`config.mk`:
```
export PLATFORM = sky130hd
export DESIGN_NAME = pci_to_ahb_bridge
export DESIGN_NICKNAME = d
export VERILOG_FILES = /design/src/rtl/pci_ahb_pkg.sv /design/src/rtl/pci_ahb_win_decode.sv /design/src/rtl/pci_to_ahb_bridge.sv
export SDC_FILE = /design/constraint.sdc
export NUM_CORES = 1
export LEC_CHECK = 0
export ABC_AREA = 1
export ABC_CLOCK_PERIOD_IN_PS = 2000
export CORE_MARGIN = 10
export CORE_UTILIZATION = 45
export DETAILED_ROUTE_END_ITERATION = 10
export GPL_ROUTABILITY_DRIVEN = 0
export PLACE_DENSITY = 0.81
export SKIP_CTS_REPAIR_TIMING = 1
export SYNTH_ARGS = -nofsm -noshare
export SYNTH_HDL_FRONTEND = slang
export SYNTH_SLANG_ARGS = --single-unit
```
`constraint.sdc`:
```
create_clock -name HCLK -period 2 [get_ports HCLK]
set_input_delay 0.4 -clock HCLK [delete_from_list [all_inputs] [get_ports HCLK]]
set_output_delay 0.4 -clock HCLK [all_outputs]
set_load 0.05 [all_outputs]
```
`src/rtl/pci_ahb_pkg.sv`:
```
// Shared encodings for the PCI-target to AHB-master bridge.
package pci_ahb_pkg;

    localparam logic [1:0]  HTRANS_IDLE   = 2'b00;
    localparam logic [1:0]  HTRANS_NONSEQ = 2'b10;
    localparam logic [2:0]  HSIZE_WORD    = 3'b010;
    localparam logic [31:0] ERR_RDATA     = 32'hFFFF_FFFF;

    typedef enum logic [2:0] {
        ST_IDLE,
        ST_ADDR,
        ST_DATA,
        ST_RESP,
        ST_DRAIN,
        ST_REL
    } bridge_state_t;

endpackage

```
`src/rtl/pci_ahb_win_decode.sv`:
```
// PCI window hit / word-alignment check and PCI-to-AHB address translation.
module pci_ahb_win_decode #(
    parameter logic [31:0] WIN_BASE = 32'h4000_0000,
    parameter logic [31:0] WIN_MASK = 32'hFFFF_0000,
    parameter logic [31:0] AHB_BASE = 32'h2000_0000
) (
    input  logic [31:0] pci_addr,
    output logic        hit,
    output logic        aligned,
    output logic [31:0] ahb_addr
);

    // Pure bit masking: offsets never carry into the AHB base bits.
    assign hit      = ((pci_addr & WIN_MASK) == WIN_BASE);
    assign aligned  = (pci_addr[1:0] == 2'b00);
    assign ahb_addr = AHB_BASE | (pci_addr & ~WIN_MASK);

endmodule

```
`src/rtl/pci_to_ahb_bridge.sv`:
```
// Accepts single-word PCI target requests and issues one AHB NONSEQ word
// transfer per request, answering the initiator with a one-cycle ready pulse.
module pci_to_ahb_bridge
    import pci_ahb_pkg::*;
#(
    parameter logic [31:0] WIN_BASE = 32'h4000_0000,
    parameter logic [31:0] WIN_MASK = 32'hFFFF_0000,
    parameter logic [31:0] AHB_BASE = 32'h2000_0000,
    parameter int          TIMEOUT  = 16
) (
    input  logic        HCLK,
    input  logic        HRESETn,
    input  logic        PCI_REQ,
    input  logic        PCI_WR,
    input  logic [31:0] PCI_ADDR,
    input  logic [31:0] PCI_WDATA,
    output logic        PCI_GNT,
    output logic        PCI_READY,
    output logic [31:0] PCI_RDATA,
    output logic        PCI_ERR,
    output logic [31:0] HADDR,
    output logic [1:0]  HTRANS,
    output logic        HWRITE,
    output logic [2:0]  HSIZE,
    output logic [31:0] HWDATA,
    input  logic [31:0] HRDATA,
    input  logic        HREADY,
    input  logic        HRESP
);

    localparam int CNT_W = $clog2(TIMEOUT + 1);

    bridge_state_t    state;
    logic [CNT_W-1:0] wait_cnt;
    logic [CNT_W-1:0] cnt_next;
    logic [31:0]      wdata_q;
    logic             err_seen;
    logic             win_hit;
    logic             win_aligned;
    logic [31:0]      win_haddr;

    pci_ahb_win_decode #(
        .WIN_BASE (WIN_BASE),
        .WIN_MASK (WIN_MASK),
        .AHB_BASE (AHB_BASE)
    ) u_win_decode (
        .pci_addr (PCI_ADDR),
        .hit      (win_hit),
        .aligned  (win_aligned),
        .ahb_addr (win_haddr)
    );

    assign HSIZE    = HSIZE_WORD;
    assign cnt_next = wait_cnt + CNT_W'(1);

    always_ff @(posedge HCLK or negedge HRESETn) begin
        if (!HRESETn) begin
            state     <= ST_IDLE;
            PCI_GNT   <= 1'b0;
            PCI_READY <= 1'b0;
            PCI_ERR   <= 1'b0;
            PCI_RDATA <= '0;
            HADDR     <= '0;
            HTRANS    <= HTRANS_IDLE;
            HWRITE    <= 1'b0;
            HWDATA    <= '0;
            wdata_q   <= '0;
            wait_cnt  <= '0;
            err_seen  <= 1'b0;
        end else begin
            case (state)
                ST_IDLE: begin
                    if (PCI_REQ) begin
                        PCI_GNT <= 1'b1;
                        if (win_hit && win_aligned) begin
                            state   <= ST_ADDR;
                            HTRANS  <= HTRANS_NONSEQ;
                            HADDR   <= win_haddr;
                            HWRITE  <= PCI_WR;
                            wdata_q <= PCI_WDATA;
                        end else begin
                            state     <= ST_RESP;
                            PCI_READY <= 1'b1;
                            PCI_ERR   <= 1'b1;
                            PCI_RDATA <= ERR_RDATA;
                        end
                    end
                end
                ST_ADDR: begin
                    if (HREADY) begin
                        state    <= ST_DATA;
                        HTRANS   <= HTRANS_IDLE;
                        HWDATA   <= wdata_q;
                        wait_cnt <= '0;
                        err_seen <= 1'b0;
                    end
                end
                ST_DATA: begin
                    if (HREADY) begin
                        PCI_RDATA <= HWRITE ? 32'h0 : HRDATA;
                        PCI_ERR   <= HRESP | err_seen;
                        PCI_READY <= 1'b1;
                        state     <= ST_RESP;
                    end else begin
                        wait_cnt <= cnt_next;
                        if (HRESP) begin
                            err_seen <= 1'b1;
                        end
                        // Give up on the slave but keep tracking its data phase in DRAIN.
                        if (cnt_next == CNT_W'(TIMEOUT)) begin
                            PCI_READY <= 1'b1;
                            PCI_ERR   <= 1'b1;
                            PCI_RDATA <= ERR_RDATA;
                            state     <= ST_DRAIN;
                        end
                    end
                end
                ST_RESP: begin
                    PCI_READY <= 1'b0;
                    PCI_GNT   <= 1'b0;
                    state     <= ST_REL;
                end
                ST_DRAIN: begin
                    PCI_READY <= 1'b0;
                    PCI_GNT   <= 1'b0;
                    if (HREADY) begin
                        state <= ST_REL;
                    end
                end
                ST_REL: begin
                    if (!PCI_REQ) begin
                        state <= ST_IDLE;
                    end
                end
                default: state <= ST_IDLE;
            endcase
        end
    end

endmodule

```
==> results.yml <==
synth:
  synth_area_um2: 5590
  synth_edf_count: 0
  yosys_warnings: 0
  yosysMostFrequentCell: "nand2_1"
  yosys.cell_types.count: 34
  yosys-top-cells-area: "dfrtp_1 (57%), nand2_1 (13%), o21ai_0 (8.5%)"
  ys_seq_elements: 127
  netlist.area_leader.share: 0.568
  syn_inst: 654
  ys_seq_area_frac: 0.568
  synthArstFlopShare: 1.00
  synth_ff_type: "dfrtp_1"
  avgSynthCellArea_um2: 8.55
  ys_top_cells_by_count: "nand2_1 (201), dfrtp_1 (127), o21ai_0 (95)"
  netlist.top_cell.by_area: "dfrtp_1"
sta:
  hold_violations: 0
  setup_ws_ns: 0.0362
  rsz0062_at_grt: "no"
  setup_violations: 0
  fmax_mhz: 509
  fin_skew_ns: 0.00864
  period_share: 0.982
  relSlewSlack: 0.627
  drv_slew: 0
  period_needed_ns: 1.96
  tightest_slew_ns: 0.559
floorplanning:
  dieArea_um2: 17300
  core_um2: 12100
  die_h_um: 131
  core.rowCount: 40
  initial_core_util: 0.462
  pin_count: 207
  die_w_um: 131
clock_tree:
  cts_root_buf: "clkbuf_16"
  clockBufferDepth: 2
  htree_levels: 4
  cts_buffers: 17
  cts_sinks: 127
  cts_tree: "done"
  clkLatencyLatePin_ns: 0.41
  clk_pin_slew_worst_paths_ns: 0.06
grt:
  grt_pass1_vias: 4960
  grtUsageTotal: 0.178
  grt_pass1_wl_um: 25400
  overflow: 0
  antenna_found_initial: 0
  grt_max_degree: 77
worst_setup_path:
  cp.arrival_ns: 1.56
  reg2reg_depth: 11
  cp_top_family: "buffers and inverters"
  r2r-start: "wait_cnt[0]"
  worstPathCellList: "clkdlybuf4s50_1"
  criticalPathCategory: "flip-flop to output pin"
  critPathSlowestCell: "clkdlybuf4s50_1"
  r2r_setup_slack_ns: 0.30
  critPathMaxFanout: 2
  start_kind: "flip-flop"
  max_stage_delay_ns: 0.81
  r2r_end: "PCI_RDATA[22]"
  cp-end-kind: "output pin"
  critical_path_buf_inv_count: 1
  crit_required_ns: 1.60
placement:
  dp_cells: 998
  place_area_um2: 7660
  hpwl_um: 11000
  portBuffers: 187
  place_ws_ns: 0.0215
route:
  route.vias.total: 4884
  drtAntennaViolNets: 0
  wirelength_um: 15700
  drcViolationCount: 0
  dr.pass1.iters: 4
  vias_per_cell: 4.74
  drtIter0Drc: 307
  wl_per_cell_um: 15.3
cells_and_area:
  diodes: 0
  nNetsFinal: 953
  fin_cells: 1031
  multi_input_area_um2: 1870
  ff_latch_area_um2: 3180
  area_growth_pct: 51.4
  fin_util: 0.699
  final_area_um2: 8470
  fillers: 917
  layout-drive-gt1-share: 0.0985
run:
  drv_cap: 0
power:
  ir_worst_vdd_v: 0.000997
  leakagePower_nw: 4.75
  total_power_mw: 13.9
  p_per_area_nw_per_um2: 1640
worst_hold_path:
  min_path_cells: 2
  min_from: "PCI_RDATA[10]"
  min_to: "PCI_RDATA[10]"
  hold_path_class: "flip-flop to flip-flop"
outcome:
  status: "complete, no violations"
layout make-up:
type                    instances  area share
inverters                      81      0.0360
clock inverters                 9      0.0185
flip-flops and latches        127       0.375
repair buffers                209       0.269
well taps                     168      0.0248
clock buffers                  23      0.0564
multi-input cells             414       0.220
cell usage in the layout (no fill, tap or decap), types with 2 or more instances in the layout:
cell type	Yosys	layout
clkinv_2	1	2
dlymetal6s2s_1	0	65
clkbuf_1	11	3
buf_4	24	27
inv_2	4	4
nand3_2	2	2
conb_1	2	19
nand2_1	201	201
buf_12	0	9
nor2_2	2	2
nor2_1	19	19
nand2_2	4	4
nand4_1	3	3
clkinvlp_4	0	3
o22ai_1	3	3
o21ai_1	5	5
inv_1	76	76
clkdlybuf4s50_1	0	107
o21ai_0	95	95
a21oi_1	4	4
clkbuf_16	0	17
dfrtp_1	127	127
nand3_1	44	44
clkbuf_8	0	3
bufinv_16	0	4
through the flow:
step           setup TNS, ns  hold slack [ns]
3_3_place_gp               0            0.424
5_1_grt                    0            0.486
2_1_floorplan              0            0.104
6_report                   0            0.463
3_5_place_dp               0            0.424
4_1_cts               -0.265          -0.0132
kinds of logic (layout without fill, tap and decap cells):
| logic type | after synthesis | count (layout) | synth area share |
|---|---|---|---|
| flops | 127 | 127 | 0.568 |
| buf+inv | 130 | 322 | 0.110 |
| simple gates | 283 | 283 | 0.214 |
| compound gates | 111 | 111 | 0.104 |
| fa+ha+maj | 1 | 1 | 0.00224 |
| other cells | 2 | 19 | 0.00134 |
how the worst max path moves through the flow:
stage                  start       endpoint  slack (ns)  cells after the start
6_report       PCI_RDATA[19]  PCI_RDATA[19]        0.04                      1
5_1_grt        PCI_RDATA[30]  PCI_RDATA[30]      0.0003                      1
4_1_cts            HADDR[11]      HADDR[11]       -0.02                      1
3_5_place_dp    PCI_ADDR[25]    wdata_q[18]        0.02                      8
3_3_place_gp         PCI_REQ     wdata_q[3]        0.04                      7
2_1_floorplan    wait_cnt[0]        PCI_ERR        0.45                     11
sequential cells by signal, summed over array words and instances, names as in the netlist:
register,count
HTRANS,1
PCI_RDATA,32
state,3
HWRITE,1
PCI_READY,1
wait_cnt,5
HWDATA,32
PCI_GNT,1
wdata_q,32
err_seen,1
PCI_ERR,1
HADDR,17
layer usage:
layer	vias up	wire length (um)	share of wire	GRT usage
li1	2409	-	-	-
met1	2274	6830	0.43	0.218
met2	184	7380	0.47	0.276
met3	17	1380	0.088	0.0774
met4	0	151	0.0096	0.0569
met5	-	0	0	0
where the power goes:
part | internal [mW] | switching, mW | leakage (nW) | total (mW)
sequential | 3.38 | 0.439 | 1.42 | 3.82
combinational | 2.25 | 4.57 | 3.03 | 6.82
clock | 2.19 | 1.10 | 0.300 | 3.29
total | 7.82 | 6.12 | 4.75 | 13.9
worst min-delay path, cell delays in order (launching register included):
cell and delay, ns:
dfrtp_1 0.33, nand2_1 0.05, nand2_1 0.05
No activity file was read; power rests on OpenSTA's default activity.
